**config.mk**
```make
export PLATFORM = sky130hd
export DESIGN_NAME = regfile_wb_sched
export DESIGN_NICKNAME = d
export VERILOG_FILES = /design/src/rtl/rf_ctrl_pkg.sv /design/src/rtl/rr_arbiter.sv /design/src/rtl/regfile_wb_sched.sv
export SDC_FILE = /design/constraint.sdc
export NUM_CORES = 1
export LEC_CHECK = 0
export CORE_MARGIN = 2
export CORE_UTILIZATION = 42
export CTS_CLUSTER_DIAMETER = 80
export DETAILED_ROUTE_END_ITERATION = 10
export PLACE_DENSITY = 0.82
export SETUP_SLACK_MARGIN = 0.3
export SYNTH_ARGS = -nofsm -noshare
export SYNTH_HDL_FRONTEND = slang
export SYNTH_SLANG_ARGS = --single-unit
```
**constraint.sdc**
```tcl
create_clock -name clk -period 3.84 [get_ports clk]
set_clock_uncertainty 0.15 [all_clocks]
set_input_delay 0.96 -clock clk [delete_from_list [all_inputs] [get_ports clk]]
set_output_delay 0.96 -clock clk [all_outputs]
set_load 0.03 [all_outputs]
```
**src/rtl/rf_ctrl_pkg.sv**
```systemverilog
// Shared types for the integer register-file control blocks.
package rf_ctrl_pkg;

  localparam int WIDTH = 32;
  localparam int DEPTH = 32;
  localparam int ADDRW = $clog2(DEPTH);

  typedef logic [ADDRW-1:0] regaddr_t;
  typedef logic [WIDTH-1:0] regdata_t;

  typedef struct packed {
    regaddr_t wa;
    regdata_t wd;
  } wb_req_t;

endpackage

```
**src/rtl/rr_arbiter.sv**
```systemverilog
// Round-robin arbiter: one-hot grant to the first requester at or after the
// pointer; the pointer advances past each winner.
module rr_arbiter #(
  parameter int N = 3
) (
  input  logic         clk,
  input  logic         rst,
  input  logic [N-1:0] req,
  output logic [N-1:0] gnt
);

  localparam int PW = (N > 1) ? $clog2(N) : 1;

  logic [PW-1:0] ptr_q;
  logic [PW-1:0] cand;
  logic [PW-1:0] gnt_idx;
  logic          any;

  // NOTE: every variable gets a default first so no path leaves one unassigned (no latch).
  always_comb begin
    gnt     = '0;
    gnt_idx = '0;
    cand    = '0;
    any     = 1'b0;
    for (int i = 0; i < N; i++) begin
      cand = PW'((int'(ptr_q) + i) % N);
      if (!any && req[cand]) begin
        any     = 1'b1;
        gnt_idx = cand;
      end
    end
    if (rst) any = 1'b0;
    if (any) gnt[gnt_idx] = 1'b1;
  end

  always_ff @(posedge clk) begin
    if (rst) begin
      ptr_q <= '0;
    end else if (any) begin
      ptr_q <= (gnt_idx == PW'(N - 1)) ? '0 : gnt_idx + 1'b1;
    end
  end

endmodule

```
**src/rtl/regfile_wb_sched.sv**
```systemverilog
// Write-back scheduler and scoreboard for the integer register file.
// Optional macro RF_WB_BYPASS_EN adds a commit-cycle operand bypass.
module regfile_wb_sched
  import rf_ctrl_pkg::*;
#(
  parameter int NUM_SRC = 3,
  parameter int WIDTH   = 32,
  parameter int DEPTH   = 32,
  parameter int ADDRW   = $clog2(DEPTH)
) (
  input  logic                     clk,
  input  logic                     rst,
  input  logic                     iss_valid_i,
  input  logic [ADDRW-1:0]         iss_rd_i,
  output logic                     iss_ready_o,
  input  logic [2*ADDRW-1:0]       rd_ra_i,
  output logic [1:0]               hazard_o,
  input  logic [NUM_SRC-1:0]       src_valid_i,
  input  logic [NUM_SRC*ADDRW-1:0] src_wa_i,
  input  logic [NUM_SRC*WIDTH-1:0] src_wd_i,
  output logic [NUM_SRC-1:0]       src_ready_o,
`ifdef RF_WB_BYPASS_EN
  output logic [1:0]               byp_valid_o,
  output logic [2*WIDTH-1:0]       byp_data_o,
`endif
  output logic                     rf_we_o,
  output logic                     rf_wb_en_o,
  output logic [ADDRW-1:0]         rf_wa_o,
  output logic [WIDTH-1:0]         rf_wd_o,
  output logic [DEPTH-1:0]         pending_o
);

  logic [NUM_SRC-1:0] gnt;
  wb_req_t            sel;
  wb_req_t            wb_q;
  logic               we_q;
  logic [DEPTH-1:0]   pend_q;
  logic [DEPTH-1:0]   pend_d;

  rr_arbiter #(.N(NUM_SRC)) u_arb (
    .clk (clk),
    .rst (rst),
    .req (src_valid_i),
    .gnt (gnt)
  );

  assign src_ready_o = gnt;

  always_comb begin
    sel = '0;
    for (int i = 0; i < NUM_SRC; i++) begin
      if (gnt[i]) begin
        sel.wa = src_wa_i[i*ADDRW +: ADDRW];
        sel.wd = src_wd_i[i*WIDTH +: WIDTH];
      end
    end
  end

  // NOTE: non-blocking assignments so every flop samples pre-edge values.
  always_ff @(posedge clk) begin
    if (rst) begin
      we_q <= 1'b0;
      wb_q <= '0;
    end else if (|gnt) begin
      // A write to x0 is consumed here but never reaches the register file.
      we_q <= (sel.wa != '0);
      wb_q <= sel;
    end else begin
      we_q <= 1'b0;
    end
  end

  assign rf_we_o    = we_q;
  assign rf_wb_en_o = we_q;
  assign rf_wa_o    = wb_q.wa;
  assign rf_wd_o    = wb_q.wd;

  assign iss_ready_o = ~pend_q[iss_rd_i] | (iss_rd_i == '0);

  // Clear on commit first, then set, so a same-cycle reissue keeps the bit.
  always_comb begin
    pend_d = pend_q;
    if (we_q) pend_d[wb_q.wa] = 1'b0;
    if (iss_valid_i && iss_ready_o && (iss_rd_i != '0)) pend_d[iss_rd_i] = 1'b1;
    pend_d[0] = 1'b0;
  end

  // NOTE: the scoreboard is a small flop bitmap and is reset; the register array itself lives elsewhere.
  always_ff @(posedge clk) begin
    if (rst) pend_q <= '0;
    else     pend_q <= pend_d;
  end

  assign pending_o = pend_q;

  for (genvar k = 0; k < 2; k++) begin : g_rd
    logic [ADDRW-1:0] ra;
    logic             byp_hit;
    assign ra = rd_ra_i[k*ADDRW +: ADDRW];
`ifdef RF_WB_BYPASS_EN
    assign byp_hit                      = we_q && (ra == wb_q.wa) && (ra != '0);
    assign byp_valid_o[k]               = byp_hit;
    assign byp_data_o[k*WIDTH +: WIDTH] = wb_q.wd;
`else
    assign byp_hit = 1'b0;
`endif
    assign hazard_o[k] = pend_q[ra] && (ra != '0) && !byp_hit;
  end

endmodule

```
Yosys cells after proc, flatten, opt, wreduce, memory -nomap -nowiden
Cells that the tools add are included.
Storage, ports and cells
  bits in registers: 72
  input bits: 132
  output and inout bits: 77
  logic and storage cells: 80
Cells by class
  add/subtract/negate cells: 3
  divide/modulo/power cells: 3
  magnitude comparators: 11
  equality and inequality tests: 1
  mux-type cells: 32
  bitwise logic cells: 6
  reduce and logical (&&, ||, !) cells: 18
Operators with widths (number)
  $mux W37: 3
  $mod A32 B3 Y32 const B: 2
  $mux W32: 2
  $and A32 B32 Y32: 1
  $mod A3 B3 Y32 const B: 1
  $not A32 Y32: 1
  $or A32 B32 Y32: 1
  $lt A5 B6 Y1 const B: 4
  $reduce_bool A5 Y1: 4
  $bmux W1 S5: 3
  $mux W1: 13
  $lt A2 B3 Y1 const B: 4
  $demux W1 S5: 2
  $ge A5 B1 Y1 const B: 2
  $logic_and A1 B1 Y1: 9
  $mux W2: 4
  $bmux W1 S2: 3
  $logic_not A5 Y1: 1
  $add A2 B1 Y3 const B: 1
  $add A2 B2 Y3 const B: 1
  $mux W3: 1
  $reduce_or A3 Y1: 1
  $add A2 B1 Y2 const B: 1
  $demux W1 S2: 1
  other kinds (6): 8

Longest topological paths before layout
  depth in word-level cells: 19
  depth in mapped cells: 14
  depth with buffers taken out: 10

Cells and area by module
From an unflattened synthesis, not the netlist that was laid out.
Second synthesis, totals
  cells, all modules: 536
  area total of the unflattened synthesis: 4747.1 µm²
By module, submodules not included
  regfile_wb_sched: times used 1, cells an instance 495, area an instance 4439.3 µm², seq. area each 1381.3 µm²
  rr_arbiter: times used 1, cells an instance 41, area an instance 307.8 µm², seq. area each 40.0 µm²

Worst setup path after synthesis
No wires, ideal clock.
  path kind: input -> output
  start point: input port rd_ra_i[0]
  end point: output port hazard_o[0]
  data arrival time: 2.722 ns
  required time: 2.730 ns
  slack: 0.008 ns
  cell stages on the path: 4
  path buffers: 1
  cell sequence: clkbuf_1 mux4_2 mux4_2 mux2_2
Between the ends
  longest elaborated chain between the ends: 3
  elaborated cells on any way between the ends: 4
  classes of those cells: mux: 2; reduce/logical: 2
RTL lines
  start, declared: line regfile_wb_sched.sv:16  | input logic [2*ADDRW-1:0] rd_ra_i,
  $bmux W1 S5: line regfile_wb_sched.sv:107  | assign hazard_o[k] = pend_q[ra] && (ra != '0) && !byp_hit;
  $mux W1 (not written as such): line regfile_wb_sched.sv:107
  $logic_and A1 B1 Y1 *: line regfile_wb_sched.sv:107
  end, declared: line regfile_wb_sched.sv:17  | output logic [1:0] hazard_o,
Mark *: on every way between the ends. The rest lies on a longest branch, timed or not. The select of a mux whose other input is x is not followed.

Worst setup path after layout
  start point: input port rd_ra_i[5]
  end point: output port hazard_o[1]
Same word-level chain as after synthesis.

==> impl_metrics.toml <==
[sta]
period_minus_slack_ps = 3710
hold_viol = 0
rsz0062_at_grt = "yes"
setup_viol = 0
tightest_slew_ps = 742
clock.fmax_mhz = 269
relSlewSlack_pct = 50.3
hold_ws_ps = 301
fin_crit_sh_pct = 96.7
drv_slew = 0

[synthesis]
synth_top_family_by_area = "compound AO/OA/AOI/OAI gates"
synth_edf_count = 0
seq_area_frac_synth_pct = 32.1
ys_types = 51
async_flop_share_pct = 0
syn_avg_cell_area_sq_um = 8.62
syn_nets = 649
yosys-mux-area-fraction_pct = 15.0
synth_flop_cell = "dfxtp_1"
synth_compound_area_share_pct = 23.3
yosys.area_share.adder_pct = 1.13
syn_inst = 513
ys_warn_count = 0
synth-seq-cells = 71
synthSimpleGateAreaFrac_pct = 21.7
synth-xor-area-share_pct = 0
syn_area_sq_mm = 0.00442

[clocking]
htree_num_levels = 3
clkLatencyLatePin_ps = 360
clockBufferDepth = 2
path_clk_slew_ps = 80
cts_tree = "yes"
root_buffer = "clkbuf_8"
clock_sinks = 71
numCtsBuffers = 9
postCtsHoldBufs = 0

[final_layout]
final_cells = 880
nFillCells = 809
drive_gt1_share_pct = 16.9
area_growth_syn_to_layout_pct = 63.0
layout_common_cells = "188 x clkdlybuf4s50_1, 70 x dfxtp_1, 50 x o21ai_0"
multi_input_area_sq_mm = 0.00279
fin_area_sq_mm = 0.00721
fin_nets = 875
seqCellArea_sq_mm = 0.00143
num_antenna_cells = 0
final_common_cell = "clkdlybuf4s50_1"

[global_routing]
grt_use_total_pct = 30.2
grt_pass1_wl_microns = 26800
grt_pass1_vias = 5280
grt_antenna_before_repair = 0
grt_start_max_net_pins = 49
overflow = 0

[floorplan]
fp-row-count = 37
die_y_microns = 107
initial_core_util_pct = 43.0
die_x_microns = 107
fp.coreArea_sq_mm = 0.0103
dieArea_sq_mm = 0.0114
ios = 209

[worst_setup_path]
cp.required_ps = 2730
cp_max_fo = 5
crit_arrival_ps = 2600
critPathLaunchType = "input port"
critPathKind = "input port to primary output"
setup.worst_path.end_class = "primary output"

[route]
dr.pass1.iters = 7
drc = 0
via_count = 5221
routed_wl_microns = 17600
wire_per_inst_microns = 20.0
drt_iter0_drc = 329
final_antenna_net_count = 0
viasPerCell = 5.93

[outcome]
status = "finished, final reports clean"

[flow_run]
maxCapViolations = 0

[power_and_ir_drop]
ir_worst_vdd_mv = 0.451
p_per_area_mw_per_mm2 = 570
cellLeakagePower_uw = 0.00270

[place]
place_area_sq_mm = 0.00681
dp_hpwl_microns = 13200
placement.io_buffers = 207
globalplace.congestion = 0.916
dp.cells = 856

[worst_hold_path]
hp-class = "flop to flop"
-- critical path: stages --
cell and delay (ps):
buf_8 90, buf_12 110, mux4_2 520, mux4_2 490, mux2_4 290, buf_6 140
-- path summary, 6_finish.rpt --
| path | from | endpoint | slack (ps) | depth (start not counted) |
|---|---|---|---|---|
| setup reg to reg | u_arb.ptr_q[1] | rf_wd_o[4] | 700 | 13 |
| hold reg to reg | rf_wd_o[5] | rf_wd_o[5] | 300 | 2 |
| setup / recovery | rd_ra_i[5] | hazard_o[1] | 130 | 6 |
| hold / removal | rf_wd_o[5] | rf_wd_o[5] | 300 | 2 |
-- kinds of logic after synthesis --
family	after synthesis
other	1
multiplexers	34
AO/OA/AOI/OAI	149
AND/OR/NAND/NOR	184
buffers and inverters	70
adder cells (fa/ha/maj)	4
flip-flops	71
-- metrics by stage --
stage	setup slack (ps)	total power, uW	TNS [ps]	utilization [%]
after floorplan	289	2460	0	-
after global placement	-703	3300	-2480	66.3
after detailed placement	-756	3370	-3130	66.3
after CTS	148	4050	0	69.4
after global routing	111	4330	0	70.1
final	127	4110	0	70.1
-- cells in the mapped netlist, types with 2 or more instances --
master	n	share of area (%)
buf_2	11	1.2
nand3_1	7	0.79
mux2_2	7	1.8
nand3b_1	18	3.1
clkbuf_1	22	1.9
mux4_2	25	13
and3_1	3	0.42
nand4b_1	2	0.40
o21ai_0	55	6.2
nand2_1	43	3.7
a21o_1	3	0.51
or3_1	4	0.57
nand2b_1	8	1.1
ha_1	4	1.1
dfxtp_1	71	32
nor3_1	21	2.4
nor2_1	40	3.4
a221o_1	4	0.91
a221oi_1	33	6.5
buf_4	3	0.51
o21ai_1	7	0.79
and3b_1	2	0.40
o32ai_1	10	2.0
nor3b_1	5	0.85
a21oi_1	23	2.6
o211ai_1	3	0.51
a2111oi_4	2	1.2
nor2b_1	23	3.3
mux2i_1	2	0.45
inv_1	31	2.6
-- sequential cells by signal, indices dropped and copies added (netlist names) --
name	count
rf_wb_en_o	1
u_arb.ptr_q	2
pending_o	31
rf_wd_o	32
rf_wa_o	5
-- metal layers --
layer	vias to the layer above	global-route usage, %	part of all wire [%]
met4	0	12.6	3.1
met1	2480	33.7	36
li1	2354	-	-
met2	345	53.7	50
met3	42	8.39	11
met5	-	0	0
-- power breakdown --
group          switching (uW)  internal (uW)
Combinational            1320           1050
Clock                     298            364
Sequential                157            916
Total                    1780           2330
-- layout make-up --
class | instances | share of cell area, %
Timing Repair Buffer | 253 | 34.6
Clock buffer | 10 | 1.77
Multi-Input combinational cell | 372 | 38.7
Tap cell | 136 | 2.36
Sequential cell | 71 | 19.8
Inverter | 32 | 1.67
Clock inverter | 6 | 1.18
-- repair_timing --
action,4_1_cts,5_1_grt
pin swaps,5,5
cloned,2,0
buffers inserted,5,1
gates resized for setup,57,22
setup endpoints to repair,13,5
(Power assumes the default switching activity.)
